File: src/rtl/prog_mem_arbiter.sv
// rtl/prog_mem_arbiter.sv - round-robin arbiter sharing one program-memory read port between fetchers.
// Optional last-fetch bypass register enabled by defining PROG_ARB_BYPASS_EN.
module prog_mem_arbiter #(
    parameter int NUM_CONSUMERS = 4,
    parameter int ADDR_BITS     = 8,
    parameter int DATA_BITS     = 16
) (
    input  logic                               clk,
    input  logic                               reset,
    input  logic [NUM_CONSUMERS-1:0]           consumer_read_valid,
    input  logic [NUM_CONSUMERS*ADDR_BITS-1:0] consumer_read_address,
    output logic [NUM_CONSUMERS-1:0]           consumer_read_ready,
    output logic [NUM_CONSUMERS*DATA_BITS-1:0] consumer_read_data,
    output logic                               mem_read_valid,
    output logic [ADDR_BITS-1:0]               mem_read_address,
    input  logic                               mem_read_ready,
    input  logic [DATA_BITS-1:0]               mem_read_data,
    output logic                               busy
);

    localparam int IDX_BITS = (NUM_CONSUMERS > 1) ? $clog2(NUM_CONSUMERS) : 1;

    typedef enum logic [1:0] {
        IDLE     = 2'd0,
        WAIT_MEM = 2'd1,
        RESPOND  = 2'd2
    } state_t;

    state_t                     state_q, state_d;
    logic [IDX_BITS-1:0]        rr_ptr_q, rr_ptr_d;
    logic [IDX_BITS-1:0]        grant_q, grant_d;
    logic                       mem_valid_q, mem_valid_d;
    logic [ADDR_BITS-1:0]       mem_addr_q, mem_addr_d;
    logic [NUM_CONSUMERS-1:0]   ready_q, ready_d;
    logic                       busy_q, busy_d;
    logic [DATA_BITS-1:0]       data_q [NUM_CONSUMERS];
    logic [DATA_BITS-1:0]       data_d [NUM_CONSUMERS];
    logic [ADDR_BITS-1:0]       req_addr [NUM_CONSUMERS];

    logic                       scan_found;
    logic [IDX_BITS-1:0]        scan_winner;
    logic                       bypass_hit;

`ifdef PROG_ARB_BYPASS_EN
    logic                       last_valid_q, last_valid_d;
    logic [ADDR_BITS-1:0]       last_addr_q, last_addr_d;
    logic [DATA_BITS-1:0]       last_data_q, last_data_d;
`endif

    for (genvar i = 0; i < NUM_CONSUMERS; i++) begin : g_pack
        assign req_addr[i] = consumer_read_address[i*ADDR_BITS +: ADDR_BITS];
        assign consumer_read_data[i*DATA_BITS +: DATA_BITS] = data_q[i];
    end

    assign consumer_read_ready = ready_q;
    assign mem_read_valid      = mem_valid_q;
    assign mem_read_address    = mem_addr_q;
    assign busy                = busy_q;

    // Scan starts at rr_ptr so the consumer served last is checked last.
    always_comb begin
        logic [IDX_BITS-1:0] scan_idx;
        scan_idx    = '0;
        scan_found  = 1'b0;
        scan_winner = '0;
        for (int i = 0; i < NUM_CONSUMERS; i++) begin
            scan_idx = IDX_BITS'((int'(rr_ptr_q) + i) % NUM_CONSUMERS);
            if (!scan_found && consumer_read_valid[scan_idx]) begin
                scan_found  = 1'b1;
                scan_winner = scan_idx;
            end
        end
    end

`ifdef PROG_ARB_BYPASS_EN
    assign bypass_hit = last_valid_q && (req_addr[scan_winner] == last_addr_q);
`else
    assign bypass_hit = 1'b0;
`endif

    always_comb begin
        state_d     = state_q;
        rr_ptr_d    = rr_ptr_q;
        grant_d     = grant_q;
        mem_valid_d = mem_valid_q;
        mem_addr_d  = mem_addr_q;
        ready_d     = ready_q;
        data_d      = data_q;
`ifdef PROG_ARB_BYPASS_EN
        last_valid_d = last_valid_q;
        last_addr_d  = last_addr_q;
        last_data_d  = last_data_q;
`endif
        case (state_q)
            IDLE: begin
                if (scan_found) begin
                    grant_d = scan_winner;
`ifdef PROG_ARB_BYPASS_EN
                    if (bypass_hit) begin
                        data_d[scan_winner]  = last_data_q;
                        ready_d[scan_winner] = 1'b1;
                        state_d              = RESPOND;
                    end else begin
                        mem_valid_d = 1'b1;
                        mem_addr_d  = req_addr[scan_winner];
                        state_d     = WAIT_MEM;
                    end
`else
                    mem_valid_d = 1'b1;
                    mem_addr_d  = req_addr[scan_winner];
                    state_d     = WAIT_MEM;
`endif
                end
            end
            WAIT_MEM: begin
                // A consumer dropping valid here is a protocol error; finish anyway.
                if (mem_read_ready) begin
                    mem_valid_d      = 1'b0;
                    data_d[grant_q]  = mem_read_data;
                    ready_d[grant_q] = 1'b1;
                    state_d          = RESPOND;
`ifdef PROG_ARB_BYPASS_EN
                    last_valid_d = 1'b1;
                    last_addr_d  = mem_addr_q;
                    last_data_d  = mem_read_data;
`endif
                end
            end
            RESPOND: begin
                if (!consumer_read_valid[grant_q]) begin
                    ready_d[grant_q] = 1'b0;
                    rr_ptr_d         = IDX_BITS'((int'(grant_q) + 1) % NUM_CONSUMERS);
                    state_d          = IDLE;
                end
            end
            default: begin
                state_d = IDLE;
            end
        endcase
        busy_d = (state_d != IDLE);
    end

    always_ff @(posedge clk) begin
        if (reset) begin
            state_q     <= IDLE;
            rr_ptr_q    <= '0;
            grant_q     <= '0;
            mem_valid_q <= 1'b0;
            mem_addr_q  <= '0;
            ready_q     <= '0;
            busy_q      <= 1'b0;
            for (int i = 0; i < NUM_CONSUMERS; i++) begin
                data_q[i] <= '0;
            end
`ifdef PROG_ARB_BYPASS_EN
            last_valid_q <= 1'b0;
            last_addr_q  <= '0;
            last_data_q  <= '0;
`endif
        end else begin
            state_q     <= state_d;
            rr_ptr_q    <= rr_ptr_d;
            grant_q     <= grant_d;
            mem_valid_q <= mem_valid_d;
            mem_addr_q  <= mem_addr_d;
            ready_q     <= ready_d;
            busy_q      <= busy_d;
            data_q      <= data_d;
`ifdef PROG_ARB_BYPASS_EN
            last_valid_q <= last_valid_d;
            last_addr_q  <= last_addr_d;
            last_data_q  <= last_data_d;
`endif
        end
    end

endmodule

File: config.mk
export PLATFORM = sky130hd
export DESIGN_NAME = prog_mem_arbiter
export DESIGN_NICKNAME = d
export VERILOG_FILES = /design/src/rtl/prog_mem_arbiter.sv
export SDC_FILE = /design/constraint.sdc
export NUM_CORES = 1
export LEC_CHECK = 0
export BUFFER_PORTS_ARGS = -buffer_cell sky130_fd_sc_hd__buf_2
export CORE_MARGIN = 2
export CORE_UTILIZATION = 50
export DETAILED_ROUTE_END_ITERATION = 6
export HOLD_SLACK_MARGIN = 0.02
export PLACE_DENSITY_LB_ADDON = 0.2
export SYNTH_ARGS = -nofsm -noshare
export SYNTH_HDL_FRONTEND = slang
export SYNTH_SLANG_ARGS = --single-unit
File: constraint.sdc
create_clock -name clk -period 4.6 [get_ports clk]
set_input_delay 0.23 -clock clk [delete_from_list [all_inputs] [get_ports clk]]
set_output_delay 0.23 -clock clk [all_outputs]
set_load 0.05 [all_outputs]
==> summary.txt <==
Synth
  – Seq/Total Area, Yosys: slightly below 50%
  – Mean Syn Cell Area: 8.35 um^2
  – Top post-synthesis cells by count: nand2_1, dfxtp_1, a21oi_1
  – Synth Flop Type: dfxtp_1
  – Post-synth EDFFs: 0
  – Post-Synthesis Cells: 406
  – Area contributors post-synth: dfxtp_1, nand2_1, a21oi_1, mux2i_1, o221ai_1
  – Yosys cell types: 32
  – Largest area contributor in the netlist: dfxtp_1
  – Synthesis-stage register bit count: 84
  – Ys Warns: 0
  – Synth async-reset ratio: 0%
  – Post-Syn Area: ~3400 um^2
  – Area share of the largest cell type after synthesis: between 40 and 50%
  – Syn_nets: 465
  – Count leader, synth: nand2_1

Power and ir drop
  – Pwr Density: 373 nW/um^2
  – Worst vdd ir: between 0.0002 and 0.00025 V
  – Lkg Pwr: 1.84 nW

STA
  – Endpoints failing setup: 0
  – RSZ-0062 raised after global routing: no
  – Slew Limit Fails: 0
  – Fin Clk Skew: around 0.014 ns
  – Worst Max-Slew Pin Slew: 0.758 ns
  – Min Clock Period, post-route: 2.04 ns
  – Final Hold Fails: 0
  – Period Utilization, post-route: 44.3%
  – Highest clock rate: 491 MHz
  – Setup TNS: 0 ns
  – Relative slew slack: 49.3%

Setup path
  – CP max stage cell: nor3_4
  – Setup crit end: mem_read_address[5]
  – Max incr delay on CP: 0.66 ns
  – CP Launch Type: flop
  – Crit end category: flop
  – Sequence of cells on the critical path: mux2i_1 > nor2_2 > nor3_4 > mux2i_1 > o221ai_1
  – Critical path peak fanout: 13
  – FF-to-FF End: mem_read_address[5]
  – Crit path max-delay family: simple AND/OR/NAND/NOR gates
  – Origin of the worst setup path: rr_ptr_q[1]
  – Crit Reg-Reg Startpoint: rr_ptr_q[1]
  – CP Depth: 5
  – WS Path Type: flop to flop
  – Worst path required time: 4.83 ns
  – Worst reg2reg path depth: 5
  – Worst Path Buf+Inv: 0
  – Flop-to-flop setup slack: 2.56 ns
  – WP data arrival: 2.26 ns
  – Most frequent CP cell: mux2i_1

GRT
  – Global-route wire length before repair: around 14000 um
  – M2 GR Usage: 37.0%
  – Initial antenna violation count: 0
  – Vias in the first global route: around 2800
  – Total GRT Usage: 22.9%
  – Gr busiest metal: met2
  – Gr ovfl total: 0
  – Largest net degree at the start of global routing: 45
  – Met1 GRT Util: 30.2%
  – Met3 GRT Util: 6.38%

Clocking
  – Resized Gates After CTS: 0
  – Clock slew at reported path FFs: about 0.090 ns
  – Clk sink count: 84
  – Worst-skew pair later-pin latency: approximately 0.35 ns
  – H-tree lvl count: 3
  – Deepest clock path buffer count: 2
  – TritonCTS Buffers: 9
  – Cts hold-fix bufs: 0
  – CTS tree: done
  – Root Buffer: clkbuf_8
  – Setup bufs post-CTS: 0

Finish
  – FF/Latch Area: about 1700 um^2
  – Area delta synth->final: 24.9%
  – Area occupied by multi-input gates: 1550 um^2
  – Antenna Cells: 0
  – Fraction of layout cells with a size suffix above 1: 30.1%
  – Final instance area: 4240 um^2
  – Fill cells: 620
  – Number of nets in the layout: about 590

Floorplanning
  – # IOs: 133
  – Height of the chip: 86.4 um
  – Initial Util: 50.8%
  – Core area: between 6000 and 7000 um^2
  – Core Rows: 30
  – Die area: 7460 um^2
  – Chip Width: roughly 86 um

Hold path
  – Worst min-delay path category: primary input to flop
  – Worst Hold Depth: 3

Routing
  – Initial DRC count: 152
  – Drt drc: 0
  – WL/cell: ~14 um
  – Total number of vias: 3216
  – DRT Wirelength: 8750 um
  – Drt via density: ~5.3
  – Final antenna-violating net count: 0
  – Drt pass-1 iters: 4

Placed design
  – DP Wirelength: between 6000 and 7000 um
  – Post-DP Area: 4020 um^2
  – RD Place Congestion: 0.815
  – Port bufs: 132

Run status
  – Status: completed

Job
  – Max-Cap Viols: 0
## state kept, by name (all words and copies together) (netlist names), named ones only
| name | flops |
|---|---|
| mem_read_valid | 1 |
| mem_read_address | 8 |
| rr_ptr_q | 2 |
| consumer_read_data | 64 |
| grant_q | 2 |
| state_q | 2 |
| busy | 1 |
## power breakdown
part / total, W / switching [W] / leakage (nW) / internal, W
clock: 0.000584 / 0.000275 / 0.110 / 0.000308
combinational: 0.000232 / 0.000163 / 1.05 / 0.0000692
sequential: 0.000766 / 0.0000153 / 0.681 / 0.000751
## layer usage
metal / vias to the layer above / share of wire (%)
met5: - / 0
met4: 0 / 0.46
met3: 4 / 7.5
met2: 122 / 49
met1: 1476 / 43
li1: 1614 / -
## worst min-delay path by stage
stage,start,to
floorplan,mem_read_data[0],consumer_read_data[0]
global placement,consumer_read_data[36],consumer_read_data[36]
detailed placement,consumer_read_data[28],consumer_read_data[28]
CTS,mem_read_data[9],consumer_read_data[57]
global route,mem_read_data[8],consumer_read_data[40]
finish,mem_read_data[9],consumer_read_data[57]
## worst register-to-register path, stage by stage (launching register included)
cell and delay, ns:
dfxtp_1 0.43, mux2i_1 0.29, nor2_2 0.11, nor3_4 0.66, mux2i_1 0.30, o221ai_1 0.13
## kinds of logic (layout without fill, tap and decap cells)
family / Yosys count / count (layout) / share of synthesized area (%)
buffers and inverters: 29 / 154 / 4.83
AOI/OAI and AO/OA: 94 / 94 / 16.2
and+or+nand+nor: 178 / 178 / 22.6
adders and majority gates: 4 / 4 / 1.48
DFF: 84 / 84 / 49.6
muxes: 17 / 17 / 5.39
## metrics by stage
stage	total power, W	setup WS [ns]	hold WS, ns	util [%]	std cells
6_report	0.00158	2.56	0.145	63.4	611
5_1_grt	0.00164	2.37	0.143	63.4	611
4_1_cts	0.00159	2.56	0.131	63.4	611
3_5_place_dp	0.00101	2.56	0.443	60.1	595
3_3_place_gp	0.00101	2.70	0.438	60.1	595
2_1_floorplan	0.000947	2.97	0.366	-	406
## layout by cell type, fill, tap and decap left out, drive strengths merged
master,count
nor2,12
o22a,1
nand4,4
mux2i,16
bufinv,2
and2,5
o21a,1
a21o,1
o221ai,8
clkbuf,9
mux4,1
ha,4
a21oi,72
a2111oi,1
or2,3
nand2b,3
nor3,1
o31ai,4
a31oi,1
clkinv,3
nand2,138
nor3b,2
a211oi,1
nor4,1
clkinvlp,1
nand3,8
inv,6
dfxtp,84
or3,1
buf,133
a211o,4
## area by class of cell
cell class | instances | share of cell area, %
Clock buffer | 9 | 2.92
Clock inverter | 7 | 2.33
Inverter | 5 | 0.443
Multi-Input combinational cell | 293 | 36.5
Sequential cell | 84 | 39.7
Tap cell | 80 | 2.36
Timing Repair Buffer | 133 | 15.8
Power figures use the tool's default switching activity.
